===== config.mk =====
export PLATFORM = sky130hd
export DESIGN_NAME = ddr_fill_engine_flat
export DESIGN_NICKNAME = d
export VERILOG_FILES = /design/src/rtl/ddr_fill_engine_if.sv /design/src/rtl/ddr_fill_engine.sv /design/src/flat_wrapper.sv
export SDC_FILE = /design/constraint.sdc
export NUM_CORES = 1
export LEC_CHECK = 0
export ABC_AREA = 1
export ABC_CLOCK_PERIOD_IN_PS = 4900
export CORE_UTILIZATION = 55
export CTS_BUF_LIST = sky130_fd_sc_hd__clkbuf_16
export DETAILED_ROUTE_END_ITERATION = 6
export PLACE_DENSITY = 0.86
export SKIP_LAST_GASP = 1
export SLEW_MARGIN = 20
export SYNTH_ARGS = -nofsm -noshare
export SYNTH_HDL_FRONTEND = slang
export SYNTH_SLANG_ARGS = --single-unit

===== constraint.sdc =====
create_clock -name clk -period 4.9 [get_ports clk]
set_input_delay 0.98 -clock clk [delete_from_list [all_inputs] [get_ports clk]]
set_output_delay 0.98 -clock clk [all_outputs]
set_load 0.1 [all_outputs]

===== src/rtl/ddr_fill_engine_if.sv =====
// AXI4 write-channel subset (AW/W/B) driven by ddr_fill_engine toward ddr_sdram_ctrl.
interface ddr_fill_engine_if #(
  parameter int unsigned A_WIDTH = 25,
  parameter int unsigned D_WIDTH = 16
);
  logic               awvalid;
  logic               awready;
  logic [A_WIDTH-1:0] awaddr;
  logic [7:0]         awlen;
  logic               wvalid;
  logic               wready;
  logic               wlast;
  logic [D_WIDTH-1:0] wdata;
  logic               bvalid;
  logic               bready;

  modport master (
    output awvalid, awaddr, awlen, wvalid, wlast, wdata, bready,
    input  awready, wready, bvalid
  );

  modport slave (
    input  awvalid, awaddr, awlen, wvalid, wlast, wdata, bready,
    output awready, wready, bvalid
  );
endinterface


===== src/rtl/ddr_fill_engine.sv =====
// Fills a contiguous DDR region with a pattern via back-to-back AXI4 write bursts.
// Define FILL_ADDR_PATTERN_EN to XOR the global beat index into each data beat.
module ddr_fill_engine #(
  parameter int unsigned A_WIDTH   = 25,
  parameter int unsigned D_WIDTH   = 16,
  parameter logic [7:0]  BURST_LEN = 8'd7,
  parameter int unsigned CNT_WIDTH = 16
) (
  input  logic                 clk,
  input  logic                 rst,
  input  logic                 start,
  input  logic [A_WIDTH-1:0]   base_addr,
  input  logic [CNT_WIDTH-1:0] burst_cnt,
  input  logic [D_WIDTH-1:0]   pattern,
  output logic                 busy,
  output logic                 done,
  ddr_fill_engine_if.master    axi
);

  localparam int unsigned StepInt = (32'(BURST_LEN) + 32'd1) * (D_WIDTH / 8);
  localparam logic [A_WIDTH-1:0] Step = A_WIDTH'(StepInt);

  typedef enum logic [1:0] {StIdle, StAw, StW, StB} state_e;

  state_e               state_q, state_d;
  logic [A_WIDTH-1:0]   addr_q, addr_d;
  logic [CNT_WIDTH-1:0] cnt_q, cnt_d;
  logic [D_WIDTH-1:0]   pattern_q, pattern_d;
  logic [7:0]           beat_q, beat_d;
  logic                 busy_q, busy_d;
  logic                 done_q, done_d;
  logic                 awvalid_q, awvalid_d;
  logic                 wvalid_q, wvalid_d;
  logic                 wlast_q, wlast_d;
  logic [D_WIDTH-1:0]   wdata_q, wdata_d;
  logic                 bready_q, bready_d;
`ifdef FILL_ADDR_PATTERN_EN
  logic [D_WIDTH-1:0]   gbeat_q, gbeat_d;
`endif

  always_comb begin
    state_d   = state_q;
    addr_d    = addr_q;
    cnt_d     = cnt_q;
    pattern_d = pattern_q;
    beat_d    = beat_q;
    busy_d    = busy_q;
    done_d    = 1'b0;
    awvalid_d = awvalid_q;
    wvalid_d  = wvalid_q;
    wlast_d   = wlast_q;
    wdata_d   = wdata_q;
    bready_d  = bready_q;
`ifdef FILL_ADDR_PATTERN_EN
    gbeat_d   = gbeat_q;
`endif
    unique case (state_q)
      StIdle: begin
        if (start) begin
          cnt_d     = burst_cnt;
          pattern_d = pattern;
`ifdef FILL_ADDR_PATTERN_EN
          gbeat_d   = '0;
`endif
          if (burst_cnt != '0) begin
            state_d   = StAw;
            addr_d    = base_addr;
            busy_d    = 1'b1;
            awvalid_d = 1'b1;
          end else begin
            done_d = 1'b1;
          end
        end
      end
      StAw: begin
        if (axi.awready) begin
          state_d   = StW;
          awvalid_d = 1'b0;
          wvalid_d  = 1'b1;
          beat_d    = '0;
          wlast_d   = (BURST_LEN == 8'd0);
        end
      end
      StW: begin
        if (axi.wready) begin
          beat_d = beat_q + 8'd1;
`ifdef FILL_ADDR_PATTERN_EN
          gbeat_d = gbeat_q + 1'b1;
`endif
          if (wlast_q) begin
            state_d  = StB;
            wvalid_d = 1'b0;
            wlast_d  = 1'b0;
            bready_d = 1'b1;
          end else begin
            wlast_d = (beat_q + 8'd1 == BURST_LEN);
          end
        end
      end
      StB: begin
        if (axi.bvalid) begin
          bready_d = 1'b0;
          cnt_d    = cnt_q - 1'b1;
          if (cnt_q == CNT_WIDTH'(1)) begin
            state_d = StIdle;
            busy_d  = 1'b0;
            done_d  = 1'b1;
          end else begin
            state_d   = StAw;
            addr_d    = addr_q + Step;
            awvalid_d = 1'b1;
          end
        end
      end
      default: state_d = StIdle;
    endcase
    // Data for the beat presented next; only changes on entering W or after a W handshake.
    if ((state_q == StAw && axi.awready) || (state_q == StW && axi.wready && !wlast_q)) begin
`ifdef FILL_ADDR_PATTERN_EN
      wdata_d = pattern_q ^ gbeat_d;
`else
      wdata_d = pattern_q;
`endif
    end
  end

  always_ff @(posedge clk) begin
    if (rst) begin
      state_q   <= StIdle;
      addr_q    <= '0;
      cnt_q     <= '0;
      pattern_q <= '0;
      beat_q    <= '0;
      busy_q    <= 1'b0;
      done_q    <= 1'b0;
      awvalid_q <= 1'b0;
      wvalid_q  <= 1'b0;
      wlast_q   <= 1'b0;
      wdata_q   <= '0;
      bready_q  <= 1'b0;
`ifdef FILL_ADDR_PATTERN_EN
      gbeat_q   <= '0;
`endif
    end else begin
      state_q   <= state_d;
      addr_q    <= addr_d;
      cnt_q     <= cnt_d;
      pattern_q <= pattern_d;
      beat_q    <= beat_d;
      busy_q    <= busy_d;
      done_q    <= done_d;
      awvalid_q <= awvalid_d;
      wvalid_q  <= wvalid_d;
      wlast_q   <= wlast_d;
      wdata_q   <= wdata_d;
      bready_q  <= bready_d;
`ifdef FILL_ADDR_PATTERN_EN
      gbeat_q   <= gbeat_d;
`endif
    end
  end

  assign busy        = busy_q;
  assign done        = done_q;
  assign axi.awvalid = awvalid_q;
  assign axi.awaddr  = addr_q;
  assign axi.awlen   = BURST_LEN;
  assign axi.wvalid  = wvalid_q;
  assign axi.wlast   = wlast_q;
  assign axi.wdata   = wdata_q;
  assign axi.bready  = bready_q;

endmodule

===== src/flat_wrapper.sv =====
// flat-port wrapper written by rule: the top's interface ports become plain ports
module ddr_fill_engine_flat 
#(
  parameter int unsigned A_WIDTH   = 25,
  parameter int unsigned D_WIDTH   = 16,
  parameter logic [7:0]  BURST_LEN = 8'd7,
  parameter int unsigned CNT_WIDTH = 16
)
  (clk, rst, start, base_addr, burst_cnt, pattern, busy, done, axi_awvalid, axi_awaddr, axi_awlen, axi_wvalid, axi_wlast, axi_wdata, axi_bready, axi_awready, axi_wready, axi_bvalid);
  ddr_fill_engine_if #(.A_WIDTH(A_WIDTH), .D_WIDTH(D_WIDTH)) axi_i ();
  input  logic clk;
  input  logic rst;
  input  logic start;
  input  logic [A_WIDTH-1:0] base_addr;
  input  logic [CNT_WIDTH-1:0] burst_cnt;
  input  logic [D_WIDTH-1:0] pattern;
  output logic busy;
  output logic done;
  output wire logic [$bits(axi_i.awvalid)-1:0] axi_awvalid;
  output wire logic [$bits(axi_i.awaddr)-1:0] axi_awaddr;
  output wire logic [$bits(axi_i.awlen)-1:0] axi_awlen;
  output wire logic [$bits(axi_i.wvalid)-1:0] axi_wvalid;
  output wire logic [$bits(axi_i.wlast)-1:0] axi_wlast;
  output wire logic [$bits(axi_i.wdata)-1:0] axi_wdata;
  output wire logic [$bits(axi_i.bready)-1:0] axi_bready;
  input wire logic [$bits(axi_i.awready)-1:0] axi_awready;
  input wire logic [$bits(axi_i.wready)-1:0] axi_wready;
  input wire logic [$bits(axi_i.bvalid)-1:0] axi_bvalid;
  assign axi_awvalid = axi_i.awvalid;
  assign axi_awaddr = axi_i.awaddr;
  assign axi_awlen = axi_i.awlen;
  assign axi_wvalid = axi_i.wvalid;
  assign axi_wlast = axi_i.wlast;
  assign axi_wdata = axi_i.wdata;
  assign axi_bready = axi_i.bready;
  assign axi_i.awready = axi_awready;
  assign axi_i.wready = axi_wready;
  assign axi_i.bvalid = axi_bvalid;
  ddr_fill_engine #(.A_WIDTH(A_WIDTH), .D_WIDTH(D_WIDTH), .BURST_LEN(BURST_LEN), .CNT_WIDTH(CNT_WIDTH)) u_core (.clk(clk), .rst(rst), .start(start), .base_addr(base_addr), .burst_cnt(burst_cnt), .pattern(pattern), .busy(busy), .done(done), .axi(axi_i));
endmodule

==> summary.md <==
| Metric | Value |
|---|---|
| Final wirelength | 13.9 mm |
| Die Y-Extent | 98.6 µm |
| Slew HR | 0.333 |
| Cts repair resizes | 0 |
| TritonCTS clock tree | yes |
| Post-DP HPWL | 9.66 mm |
| Post-Synth Simple-Gate Area | 0.405 |
| Layout cells sized above 1 | 0.0482 |
| DR WL/cell | 13.3 µm |
| I/O Buffers | 109 |
| Final Wtd Congestion | 0.935 |
| DR vias/cell | 5.36 |
| TritonCTS Sinks | 89 |
| Synth warnings | 0 |
| FMAX | 328 MHz |
| R2r startpoint | u_core.state_q[1] |
| Most common cell after layout, fill and taps aside | nand2_1 |
| Worst Tran Pin Value | 0.997 ns |
| Top delay family on crit path | adder cells |
| Buf/Inv on CP | 2 |
| Reg power frac | 0.257 |
| Setup crit end kind | flop |
| Filler instances | 722 |
| Setup repair bufs after CTS | 0 |
| Syn Inst Count | 835 |
| Leak | 0.00296 µW |
| Sw Share | 0.536 |
| HP Start | u_core.axi.bready |
| Share of total power in the clock network | 0.178 |
| Hold crit path type | reg2reg |
| Mapped Avg Cell Area | 6.15 µm² |
| Synth unique cells | 40 |
| Number of synthesized flops with an enable pin | 0 |
| Htree depth | 3 |
| Most frequent CP cell | inv_1 |
| CP max stage delay | 0.81 ns |
| Crit path max-delay cell type | ha_1 |
| Fin area | 6560 µm² |
| DRT Pass-1 Iters | 5 |
| Final Non-Filler Cells | 1,042 |
| Die Footprint | 9720 µm² |
| # nets final | 1,004 |
| Power Internal | 2120 µW |
| Floorplan row count | 34 |
| Global route overflow | 0 |
| Psw | 2440 µW |
| ANT cells | 0 |
| CP arrival | 3.29 ns |
| Critical path class | reg2reg |
| Startpoint types | flop |
| Placed Cells | 1,026 |
| Post-Synth XOR/XNOR Area | 0.0102 |
| Buffer depth of the longest clock path | 2 |
| Worst Skew | 0.00770 ns |
| Number of synthesized register bits | 89 |
| Post-synth ARST share | 0 |
| Cell Area, Synth | 5130 µm² |
| Worst path required time | 5.14 ns |
| Core area | 8890 µm² |
| Largest net degree at the start of global routing | 49 |
| Combinational power share | 0.564 |
| Synth Area in Compound Gates | 0.108 |
| Max Cap Violations | 0 |
| Status | finished, final reports clean |
| Register area | 1780 µm² |
| Mux share of post-synthesis cell area | 0 |
| Post-synthesis sequential area ratio | 0.347 |
| DRT iter0 DRCs | 317 |
| Count of final setup violators | 0 |
| Post-CTS Hold Buffers | 0 |
| Final min period | 3.05 ns |
| First-pass GRT wire length | 23.0 mm |
| CTS Buf Count | 9 |
| VDD IR max | 0.488 mV |
| Setup TNS Final | 0 ns |
| Routed Antenna Nets | 0 |
| Area growth syn-to-layout | 27.7% |
| Fin. max-slew vios | 0 |
| Vias | 5,590 |
| Initial antenna violation count | 0 |
| RSZ-0062 raised after global routing | false |
| Primary FF master, synth | dfxtp_1 |
| Critical-path cell list | ha_1 -> inv_1 -> nand2_1 -> nand3_1 -> inv_1 -> o21ai_0 -> a221oi_1 |
| IO Pins | 118 |
| Die X | 98.6 µm |
| Most frequent cells in the layout | nand2_1 (238), nor2_1 (183), clkdlybuf4s50_1 (109) |
| Power after layout | 4560 µW |
| CP Max Fanout | 23 |
| Vias in the first global route | 5,273 |
| Period utilization | 0.623 |
| Critical path origin | u_core.state_q[1] |
| Worst skew pair latency | 0.34 ns |
| Starting density of the core | 0.577 |
| P per Cell Area | 695 nW/µm² |
| Main combinational cell family by area after synthesis | simple AND/OR/NAND/NOR gates |
| Area occupied by multi-input gates | 2870 µm² |
| GR Util All Layers | 0.290 |
| Clock transition at path regs | 0.06 ns |
| Adder-cell share of the synthesized area | 0.0292 |
| DRC Markers | 0 |
| Root buffer cell | clkbuf_16 |
| Post-Place Cell Area | 6210 µm² |
| Hold Vio Cnt, Final | 0 |
-- through the flow --
step	hold WS, ns	setup slack, ns	utilization
floorplan	0.447	2.56	-
global placement	0.455	1.82	0.698
detailed placement	0.457	1.66	0.698
CTS	0.475	1.90	0.738
global route	0.496	1.62	0.738
finish	0.472	1.85	0.738
-- worst paths after layout --
kind	slack (ns)	endpoint	depth (start not counted)
worst min register to register	0.47	u_core.axi.bready	1
worst max-delay path	1.85	u_core.cnt_q[2]	7
worst max register to register	1.85	u_core.cnt_q[2]	7
worst min-delay path	0.47	u_core.axi.bready	1
-- cells in the mapped netlist (all sizes together) (3+ instances only) --
master,number,share of area
nand2,242,0.18
ha,12,0.029
a211oi,3,0.0044
or2,6,0.0073
nand3,50,0.052
buf,21,0.030
dfxtp,89,0.35
xor2,5,0.0085
a31oi,4,0.0049
inv,75,0.055
o21ai,62,0.060
nand4,5,0.0061
a21oi,30,0.029
clkbuf,17,0.012
nor2,194,0.15
nor3,4,0.0039
nand3b,4,0.0058
-- routing by layer --
layer | wire, µm | up-vias | track usage
li1 | - | 2784 | -
met1 | 5980 | 2553 | 0.355
met2 | 6740 | 218 | 0.515
met3 | 890 | 35 | 0.0390
met4 | 286 | 0 | 0.117
met5 | 0 | - | 0
-- flip-flops by register name, indices dropped and copies added, names as in the netlist, 2 cells and up --
register           flops
u_core.axi.awaddr     25
u_core.axi.wdata      16
u_core.beat_q          8
u_core.cnt_q          16
u_core.pattern_q      16
u_core.state_q         2
-- worst reg2reg max path: stages (launching register included) --
cell and delay, ns:
dfxtp_1 0.46, ha_1 0.81, inv_1 0.16, nand2_1 0.12
nand3_1 0.32, inv_1 0.60, o21ai_0 0.20, a221oi_1 0.29
-- area by class of cell --
cell class              instances  share of cell area
inverters                      77              0.0441
clock buffers                   9              0.0343
well taps                     108              0.0206
flip-flops and latches         89               0.272
clock inverters                 7              0.0191
multi-input cells             637               0.437
repair buffers                115               0.173
-- cells by family after synthesis --
kind of cell | after synthesis
AND/OR/NAND/NOR | 506
other | 2
XOR/XNOR | 6
AO/OA/AOI/OAI | 105
flip-flops | 89
adder cells (fa/ha/maj) | 12
buffers and inverters | 115
-- power by group through the flow --
| stage | clock (µW) | combinational [µW] | sequential (µW) |
|---|---|---|---|
| 3_3_place_gp | 0 | 2480 | 1170 |
| 3_5_place_dp | 0 | 2540 | 1180 |
| 4_1_cts | 816 | 2560 | 1170 |
| 2_1_floorplan | 0 | 1100 | 2100 |
| 6_report | 813 | 2570 | 1170 |
| 5_1_grt | 846 | 2770 | 1200 |
Power figures use the tool's default switching activity.
